## src/rtl/spi_slave_regfile.sv

```systemverilog
// SPI mode-0 slave writing the seven display registers, with read-back over MISO; all SPI pins oversampled in clk.
// Optional build macro SPI_AUTOINC_EN: address advances after every data byte (burst access).
module spi_slave_regfile #(
    parameter int         SYNC_STAGES = 2,
    parameter logic [7:0] RESET_VAL   = 8'h00
) (
    input  logic       clk,
    input  logic       reset,
    input  logic       sclk,
    input  logic       mosi,
    input  logic       ss_n,
    output logic       miso,
    output logic [7:0] slv_reg0,
    output logic [7:0] slv_reg1,
    output logic [7:0] slv_reg2,
    output logic [7:0] slv_reg3,
    output logic [7:0] slv_reg4,
    output logic [7:0] slv_reg5,
    output logic [7:0] slv_reg6,
    output logic       wr_stb,
    output logic [2:0] wr_addr,
    output logic       busy
);

    typedef enum logic [1:0] {IDLE, CMD, DATA} state_e;

    state_e                 state_q, state_d;
    logic [SYNC_STAGES-1:0] sclk_sync_q, sclk_sync_d;
    logic [SYNC_STAGES-1:0] mosi_sync_q, mosi_sync_d;
    logic [SYNC_STAGES-1:0] ss_sync_q, ss_sync_d;
    logic                   sclk_prev_q, sclk_prev_d;
    logic [2:0]             cnt_q, cnt_d;
    logic [7:0]             rx_q, rx_d;
    logic [7:0]             tx_q, tx_d;
    logic                   byte_done_q, byte_done_d;
    logic                   rw_q, rw_d;
    logic [2:0]             addr_q, addr_d;
    logic                   acted_q, acted_d;
    logic [6:0][7:0]        regs_q, regs_d;
    logic                   wr_stb_q, wr_stb_d;
    logic [2:0]             wr_addr_q, wr_addr_d;
    logic                   miso_q, miso_d;

    logic                   sclk_s, mosi_s, ss_s;
    logic                   sclk_rise, sclk_fall;
    logic [7:0][7:0]        rd_tbl;

    assign sclk_s    = sclk_sync_q[SYNC_STAGES-1];
    assign mosi_s    = mosi_sync_q[SYNC_STAGES-1];
    assign ss_s      = ss_sync_q[SYNC_STAGES-1];
    assign sclk_rise = sclk_s & ~sclk_prev_q;
    assign sclk_fall = ~sclk_s & sclk_prev_q;
    // Address 7 has no register behind it and always reads as zero.
    assign rd_tbl    = {8'h00, regs_q};

    always_comb begin
        state_d     = state_q;
        sclk_sync_d = {sclk_sync_q[SYNC_STAGES-2:0], sclk};
        mosi_sync_d = {mosi_sync_q[SYNC_STAGES-2:0], mosi};
        ss_sync_d   = {ss_sync_q[SYNC_STAGES-2:0], ss_n};
        sclk_prev_d = sclk_s;
        cnt_d       = cnt_q;
        rx_d        = rx_q;
        tx_d        = tx_q;
        byte_done_d = 1'b0;
        rw_d        = rw_q;
        addr_d      = addr_q;
        acted_d     = acted_q;
        regs_d      = regs_q;
        wr_stb_d    = 1'b0;
        wr_addr_d   = wr_addr_q;
        miso_d      = ss_s ? 1'b0 : tx_q[7];

        if (ss_s) begin
            // Deselect aborts any partial byte and returns to idle.
            state_d = IDLE;
            cnt_d   = 3'd0;
            tx_d    = 8'h00;
            acted_d = 1'b0;
        end else begin
            if (state_q == IDLE)
                state_d = CMD;
            if (sclk_rise) begin
                rx_d        = {rx_q[6:0], mosi_s};
                cnt_d       = cnt_q + 3'd1;
                byte_done_d = (cnt_q == 3'd7);
            end
            // No shift on the fall just after a byte boundary: the freshly loaded MSB must stay put.
            if (sclk_fall && cnt_q != 3'd0)
                tx_d = {tx_q[6:0], 1'b0};
            if (byte_done_q) begin
                if (state_q == CMD) begin
                    rw_d    = rx_q[7];
                    addr_d  = rx_q[2:0];
                    acted_d = 1'b0;
                    state_d = DATA;
                    if (!rx_q[7])
                        tx_d = rd_tbl[rx_q[2:0]];
                end else if (state_q == DATA) begin
`ifdef SPI_AUTOINC_EN
                    if (rw_q) begin
                        if (addr_q != 3'd7) begin
                            regs_d[addr_q] = rx_q;
                            wr_stb_d       = 1'b1;
                            wr_addr_d      = addr_q;
                        end
                    end else begin
                        tx_d = rd_tbl[(addr_q == 3'd6) ? 3'd0 : addr_q + 3'd1];
                    end
                    addr_d = (addr_q == 3'd6) ? 3'd0 : addr_q + 3'd1;
`else
                    if (rw_q) begin
                        if (!acted_q && addr_q != 3'd7) begin
                            regs_d[addr_q] = rx_q;
                            wr_stb_d       = 1'b1;
                            wr_addr_d      = addr_q;
                        end
                    end else begin
                        tx_d = rd_tbl[addr_q];
                    end
                    acted_d = 1'b1;
`endif
                end
            end
        end
    end

    always_ff @(posedge clk or negedge reset) begin
        if (!reset) begin
            state_q     <= IDLE;
            sclk_sync_q <= '0;
            mosi_sync_q <= '0;
            ss_sync_q   <= '1;
            sclk_prev_q <= 1'b0;
            cnt_q       <= 3'd0;
            rx_q        <= 8'h00;
            tx_q        <= 8'h00;
            byte_done_q <= 1'b0;
            rw_q        <= 1'b0;
            addr_q      <= 3'd0;
            acted_q     <= 1'b0;
            regs_q      <= {7{RESET_VAL}};
            wr_stb_q    <= 1'b0;
            wr_addr_q   <= 3'd0;
            miso_q      <= 1'b0;
        end else begin
            state_q     <= state_d;
            sclk_sync_q <= sclk_sync_d;
            mosi_sync_q <= mosi_sync_d;
            ss_sync_q   <= ss_sync_d;
            sclk_prev_q <= sclk_prev_d;
            cnt_q       <= cnt_d;
            rx_q        <= rx_d;
            tx_q        <= tx_d;
            byte_done_q <= byte_done_d;
            rw_q        <= rw_d;
            addr_q      <= addr_d;
            acted_q     <= acted_d;
            regs_q      <= regs_d;
            wr_stb_q    <= wr_stb_d;
            wr_addr_q   <= wr_addr_d;
            miso_q      <= miso_d;
        end
    end

    assign miso     = miso_q;
    assign wr_stb   = wr_stb_q;
    assign wr_addr  = wr_addr_q;
    assign busy     = ~ss_s;
    assign slv_reg0 = regs_q[0];
    assign slv_reg1 = regs_q[1];
    assign slv_reg2 = regs_q[2];
    assign slv_reg3 = regs_q[3];
    assign slv_reg4 = regs_q[4];
    assign slv_reg5 = regs_q[5];
    assign slv_reg6 = regs_q[6];

endmodule

```

## config.mk

```make
export PLATFORM = sky130hd
export DESIGN_NAME = spi_slave_regfile
export DESIGN_NICKNAME = d
export VERILOG_FILES = /design/src/rtl/spi_slave_regfile.sv
export SDC_FILE = /design/constraint.sdc
export NUM_CORES = 1
export LEC_CHECK = 0
export BUFFER_PORTS_ARGS = -buffer_cell sky130_fd_sc_hd__buf_2
export CAP_MARGIN = 40
export CORE_UTILIZATION = 50
export CTS_BUF_LIST = sky130_fd_sc_hd__clkbuf_8
export DETAILED_ROUTE_END_ITERATION = 8
export GPL_ROUTABILITY_DRIVEN = 0
export PLACE_DENSITY = 0.71
export SKIP_LAST_GASP = 1
export SYNTH_ARGS = -nofsm -noshare
export SYNTH_HDL_FRONTEND = slang
export SYNTH_SLANG_ARGS = --single-unit
```

## constraint.sdc

```tcl
create_clock -name clk -period 2.3 [get_ports clk]
set_input_delay 0.69 -clock clk [delete_from_list [all_inputs] [get_ports clk]]
set_output_delay 0.69 -clock clk [all_outputs]
set_load 0.005 [all_outputs]
```

Yosys cells after proc, flatten, opt, wreduce, memory -nomap -nowiden
Cells that the tools add are included.
{ "classes": {"add_sub_neg": 1, "magnitude_cmp": 3, "n_eq_ne": 4, "n_mux": 33, "bitwise": 6, "reduce_logical": 13} }
{ "ops": {"columns": ["cell", "n"], "rows": [
  ["$mux W8", 10],
  ["$bwmux W56", 1],
  ["$bmux W8 S3", 2],
  ["$demux W8 S3", 1],
  ["$mux W1", 13],
  ["$lt A3 B4 Y1 const B", 2],
  ["$mux W2", 4],
  ["$mux W3", 2],
  ["$reduce_and A6 Y1", 1],
  ["$reduce_bool A3 Y1", 2],
  ["$not A1 Y1", 4],
  ["$reduce_and A2 Y1", 2],
  ["$reduce_bool A2 Y1", 2],
  ["$add A3 B1 Y3 const B", 1],
  ["$eq A3 B3 Y1 const B", 1],
  ["$ge A3 B1 Y1 const B", 1],
  ["$logic_and A1 B1 Y1", 3],
  ["$ne A3 B3 Y1 const B", 1],
  ["$reduce_and A3 Y1", 1],
  ["$and A1 B1 Y1", 2],
  ["$eq A2 B1 Y1 const B", 1],
  ["$eq A2 B2 Y1 const B", 1],
  ["$logic_not A2 Y1", 1],
  ["$logic_not A1 Y1", 1]
]} }
{ "totals": {"reg_bits": 95, "output_inout_bits": 62, "elab_cells": 82} }

Longest topological paths before layout
Gate-level depths: netlist (run 1).
{ "depth": {"ltp_word": 9, "ltp_mapped": 8} }

Worst setup path before layout (run 1)
OpenSTA, ideal clock, no wires.
{ "synth_timing": {"path_type": "reg-to-reg", "startpoint": "reg state_q[1]", "endpoint": "reg regs_q (netlist bit slv_reg4[0])", "setup_ns": 0.125, "arrival_time_ns": 1.962, "path_slack_ns": 0.213, "stages_incl_launch_ff": 8, "n_path_buf": 1, "synth_period_minus_slack_ns": 2.087, "cell_sequence": "dfrtp_1 inv_1 ha_1 nor4_4 nand2b_1 buf_2 nor3b_4 mux2_2"} }
{ "synth_between": {"elab_chain_len": 3} }
{ "synth_lines": {"columns": ["item", "line", "text"], "rows": [
  ["start, declared", "27", "state_e state_q, state_d;"],
  ["start signal, assigned", "147", "state_q <= state_d;"],
  ["$eq A2 B1 Y1", "92", "if (state_q == CMD) begin"],
  ["$not A1 Y1 (no source line)", null, null],
  ["$reduce_and A6 Y1 (no source line) (*)", null, null],
  ["end signal, assigned", "142", "regs_q <= {7{RESET_VAL}};"],
  ["end signal, assigned", "159", "regs_q <= regs_d;"],
  ["end, declared", "39", "logic [6:0][7:0] regs_q, regs_d;"]
]} }
Every way passes the cells marked *; elsewhere a longest branch is shown, timed or not.
A chain may end at the register's enable or synchronous reset.

Final worst setup path (run 1)
{ "layout_timing": {"startpoint": "reg state_q[0]", "endpoint": "reg regs_q (netlist bit slv_reg4[1])"} }
The elaborated chain is that of the path after synthesis.

==> results.json, run 1 <==
{
  "core_um2": 9770,
  "power.leakage_nw": 2.94,
  "drv_cap": 0,
  "die-area_um2": 10500,
  "synth_area_um2": 5050,
  "vias": 4010,
  "async_flop_share": 1.00,
  "reg2reg_depth": 8,
  "synth.area.mux_share": 0.253,
  "setup.worst_path.start": "state_q[0]",
  "num_rows": 36,
  "multiInputGateArea_um2": 2520,
  "clock_latency_ns": 0.37,
  "syn_nets": 445,
  "hold_class": "in2async",
  "die_w_um": 102,
  "dieHeight_um": 102,
  "fin_nets": 534,
  "drive_above_1_share": 0.380,
  "startpoint_type": "flop",
  "finalSetupViolations": 0,
  "dr.pass1.iters": 5,
  "syn_inst": 432,
  "cts_sinks": 95,
  "rr_endpoint": "slv_reg4[1]",
  "crit_path_end_kind": "flop",
  "hold_buffers": 0,
  "tightestPinTransition_ns": 0.566,
  "clock_path_buffers": 2,
  "powerDensity_nw_per_um2": 632,
  "drv_slew": 0,
  "synth_ff_type": "dfrtp_1",
  "finalCritPeriodShare": 0.942,
  "fin_crit_ns": 2.17,
  "overflow": 0,
  "area.growth.synth_to_final_pct": 18.8,
  "final_core_util": 0.613,
  "cts_tree": "built",
  "finalPower_mw": 3.79,
  "numPortBuffers": 66,
  "grt_pass1_wl_um": 21200,
  "crit_fanout": 6,
  "synth-seq-cells": 95,
  "dpl.hpwl_um": 9630,
  "yosys.area_share.simple": 0.109,
  "pin_count": 67,
  "hold_viol": 0,
  "synth_edf_count": 0,
  "antenna_found_initial": 0,
  "tns_ns": 0,
  "max_freq_mhz": 462,
  "cp_data_required_time_ns": 2.56,
  "cts.clk_slew.worst_paths_ns": 0.09,
  "yosys.area_share.xor_xnor": 0.00174,
  "synth_top_family_by_area": "multiplexers",
  "yosysWarnings": 0,
  "synthAdderAreaFrac": 0.0198,
  "synth-compound-area-share": 0.114,
  "drt-initial-drc-count": 274,
  "drtAntennaViolNets": 0,
  "vias_per_cell": 6.08,
  "drt-total-wl_um": 13300,
  "post-route-drc-count": 0,
  "fin_skew_ns": 0.00630,
  "r2r_start": "state_q[0]",
  "grt_pass1_vias": 3824,
  "rsz0062_at_grt": "false",
  "post_dp_cell_area_um2": 5760,
  "wl_per_cell_um": 20.3,
  "antennaDiodeCount": 0,
  "fill_cells": 805,
  "yosysSeqAreaShare": 0.472,
  "finalInstanceArea_um2": 5990,
  "maxSlewHeadroom": 0.623,
  "track_usage": 0.276,
  "crit_path_end": "slv_reg4[1]",
  "r2r_slack_ns": 0.13,
  "synth_area_per_cell_um2": 11.7,
  "grt_max_degree": 47,
  "outcome": "complete, no violations",
  "cts_buffers": 9,
  "hold_slack_ns": 0.255,
  "htreeDepth": 3,
  "register_area_um2": 2380,
  "path_class": "reg2reg",
  "synth_cell_types": 42,
  "worstPathArrival_ns": 2.43,
  "initial_core_util": 0.516,
  "peakVddDrop_uv": 460,
  "cts_root_buf": "clkbuf_8"
}
-- layout make-up --
class                           instances  area share
Sequential cell                        95       0.397
Clock inverter                          6      0.0142
Timing Repair Buffer                  107       0.113
Clock buffer                           10      0.0230
Tap cell                              133      0.0278
Multi-Input combinational cell        300       0.420
Inverter                                8     0.00501
-- worst min-delay path by stage --
stage	endpoint	start	cells past startpoint
after CTS	wr_addr[0]	reset	1
final	wr_addr[0]	reset	1
after global routing	tx_q[6]	reset	1
after detailed placement	sclk_sync_q[1]	sclk_sync_q[0]	0
after global placement	mosi_sync_q[1]	mosi_sync_q[0]	0
after floorplan	mosi_sync_q[1]	mosi_sync_q[0]	0
-- cell usage in the layout, fill, tap and decap left out, types with 13 or more instances in the layout --
master	count
dfrtp_1	93
buf_2	65
mux2_2	64
mux2i_1	49
buf_4	39
nand2_1	33
o211ai_1	20
nor2_1	14
nand3_1	13
a22oi_1	13
-- cells in the mapped netlist, types with 9 or more instances --
master	number	area, um^2
nand2_1	33	124
nand3_1	13	65.1
buf_2	11	55.1
nand3b_1	9	67.6
o211ai_1	20	150
mux2_2	64	721
nor2b_1	11	68.8
nor2_1	14	52.6
dfrtp_1	93	2330
mux2i_1	49	490
o21ai_0	12	60.1
a22oi_1	13	97.6
clkbuf_1	18	67.6
-- flip-flops by register name, summed over array words and instances (netlist names), 2 cells and up --
register and cells:
slv_reg6 8, tx_q 8, cnt_q 3, slv_reg1 8, addr_q 3, mosi_sync_q 2
wr_addr 3, ss_sync_q 2, rx_q 8, slv_reg4 8, state_q 2, slv_reg3 8
slv_reg5 8, slv_reg2 8, slv_reg0 8, sclk_sync_q 2
-- critical path, stage by stage, from the launching register on --
cell	delay, ns
dfrtp_1	0.39
inv_1	0.13
ha_1	0.22
nand2_1	0.11
nor4_4	0.20
nand2b_2	0.20
nor3b_4	0.31
buf_12	0.16
mux2_2	0.32
-- through the flow --
stage	std cells	setup WS, ns
CTS	658	0.0204
floorplan	432	0.213
finish	659	0.134
global route	659	0.000264
global placement	642	0.0980
detailed placement	642	0.0500
-- timing repair --
item,CTS,global route
buffers inserted,0,1
endpoints found under the setup margin,0,20
gates resized for setup,0,1
-- power breakdown --
part / switching, mW / total (mW) / internal (mW) / leakage [nW]
clock: 0.586 / 1.22 / 0.638 / 0.114
combinational: 0.423 / 0.707 / 0.284 / 1.53
sequential: 0.127 / 1.86 / 1.73 / 1.30
-- routing by layer --
layer,GRT usage,up-vias,wire (um)
met5,0,-,0
met4,0.140,0,489
met3,0.0527,49,678
met2,0.418,160,6320
met1,0.378,2020,5860
li1,-,1781,-
-- cell families after synthesis --
group	after synthesis
adders and majority gates	8
xor gates and xnor gates	1
buffers and inverters	37
and+or+nand+nor	98
muxes	116
DFF	95
AOI/OAI and AO/OA	77
Power figures use the tool's default switching activity.
==> inputs of run 2 (changes only) <==
Settings changed: CTS_BUF_LIST sky130_fd_sc_hd__clkbuf_8 to not set.
==> run 2 against run 1 <==
Against the previous run:
- non-clock buffer count stayed put
- wire length is 0.20% lower
- die area stayed put
- via count is 0.37% lower
- critical path type unchanged
- critical endpoint is now slv_reg4[4]
- highest routed layer unchanged
==> results.json, run 2 (synthesized netlist as in run 1, its figures left out) <==
{
  "register_area_um2": 2380,
  "antennaDiodeCount": 0,
  "tightestPinTransition_ns": 0.567,
  "finalPower_mw": 3.79,
  "grt_max_degree": 47,
  "peakVddDrop_uv": 463,
  "die_w_um": 102,
  "finalCritPeriodShare": 0.940,
  "dieHeight_um": 102,
  "hold_buffers": 0,
  "power.leakage_nw": 2.94,
  "drv_slew": 0,
  "antenna_found_initial": 0,
  "finalSetupViolations": 0,
  "p_int_mw": 2.66,
  "maxSlewHeadroom": 0.622,
  "fin_skew_ns": 0.00554,
  "worstPathArrival_ns": 2.43,
  "cts_tree": "built",
  "overflow": 0,
  "drv_cap": 0,
  "tns_ns": 0,
  "p_sw_frac": 0.300,
  "powerDensity_nw_per_um2": 633,
  "cts.clk_slew.worst_paths_ns": 0.09,
  "fin_crit_ns": 2.16,
  "track_usage": 0.276,
  "drt-initial-drc-count": 272,
  "rsz0062_at_grt": "false",
  "numPortBuffers": 66,
  "hold_class": "in2async",
  "drtAntennaViolNets": 0,
  "startpoint_type": "flop",
  "p_seq_frac": 0.490,
  "path_class": "reg2reg",
  "layout_common_cells": "dfrtp_1 (93), buf_2 (65), mux2_2 (64)",
  "core_um2": 9770,
  "crit_path_end_kind": "flop",
  "wl_per_cell_um": 20.2,
  "cp_data_required_time_ns": 2.56,
  "fill_cells": 805,
  "r2r_start": "state_q[0]",
  "dr.pass1.iters": 5,
  "cts_sinks": 95,
  "crit_fanout": 6,
  "area.growth.synth_to_final_pct": 18.8,
  "cts_root_buf": "clkbuf_8",
  "clock_latency_ns": 0.37,
  "pwr-share-comb": 0.186,
  "grt_pass1_wl_um": 21200,
  "outcome": "complete, no violations",
  "p_sw_mw": 1.14,
  "fin_nets": 534,
  "clock_path_buffers": 2,
  "multiInputGateArea_um2": 2520,
  "hold_viol": 0,
  "dpl.hpwl_um": 9630,
  "reg2reg_depth": 8,
  "drt-total-wl_um": 13300,
  "num_rows": 36,
  "cts_buffers": 9,
  "post-route-drc-count": 0,
  "max_freq_mhz": 462,
  "power.clock.fraction": 0.324,
  "vias": 3995,
  "htreeDepth": 3,
  "r2r_slack_ns": 0.14,
  "layout_commonest_cell": "dfrtp_1",
  "grt_pass1_vias": 3824,
  "rr_endpoint": "slv_reg4[4]",
  "vias_per_cell": 6.06,
  "initial_core_util": 0.516,
  "die-area_um2": 10500,
  "pin_count": 67,
  "drive_above_1_share": 0.380
}
-- run 2: cell type report --
type | instances | share of cell area
Clock inverter | 5 | 0.0136
Sequential cell | 95 | 0.397
Multi-Input combinational cell | 300 | 0.420
Timing Repair Buffer | 107 | 0.113
Inverter | 8 | 0.00501
Tap cell | 133 | 0.0278
Clock buffer | 11 | 0.0236
-- run 2: critical path, cell delays in order, from the launching register on --
cell,delay (ns)
dfrtp_1,0.39
inv_1,0.13
ha_1,0.22
nand2_1,0.11
nor4_4,0.20
nand2b_2,0.20
nor3b_4,0.31
buf_12,0.16
mux2_2,0.32
-- run 2: through the flow --
step	std cells	setup slack [ns]	cell area, um^2	utilization	hold slack (ns)
2_1_floorplan	432	0.213	5050	-	0.331
3_3_place_gp	642	0.0980	5760	0.589	0.335
3_5_place_dp	642	0.0500	5760	0.589	0.346
4_1_cts	658	0.0204	5980	0.612	0.264
5_1_grt	659	0.000264	5990	0.613	0.280
6_report	659	0.137	5990	0.613	0.255
-- run 2: power by group through the flow --
| stage | combinational [mW] | clock [mW] | sequential [mW] |
|---|---|---|---|
| 4_1_cts | 0.693 | 1.26 | 1.85 |
| 3_5_place_dp | 0.693 | 0 | 1.89 |
| 2_1_floorplan | 0.454 | 0 | 1.82 |
| 6_report | 0.707 | 1.23 | 1.86 |
| 5_1_grt | 0.761 | 1.31 | 1.87 |
| 3_3_place_gp | 0.678 | 0 | 1.88 |
-- run 2: worst max-delay path by stage --
stage / to / start / depth (start not counted)
2_1_floorplan: slv_reg4[0] / state_q[1] / 7
3_3_place_gp: slv_reg4[5] / state_q[1] / 7
3_5_place_dp: slv_reg4[4] / state_q[0] / 8
4_1_cts: slv_reg4[4] / state_q[0] / 8
5_1_grt: slv_reg4[7] / state_q[0] / 8
6_report: slv_reg4[4] / state_q[0] / 8
-- run 2: timing repair --
action | in CTS | in global routing
endpoints found under the setup margin | 0 | 20
setup buffers | 0 | 1
resized for setup | 0 | 1
-- run 2: metal layers --
metal	part of all wire	GRT usage	wire, um
met1	0.44	0.378	5890
met2	0.48	0.418	6350
met3	0.049	0.0527	647
met4	0.033	0.140	434
met5	0	0	0
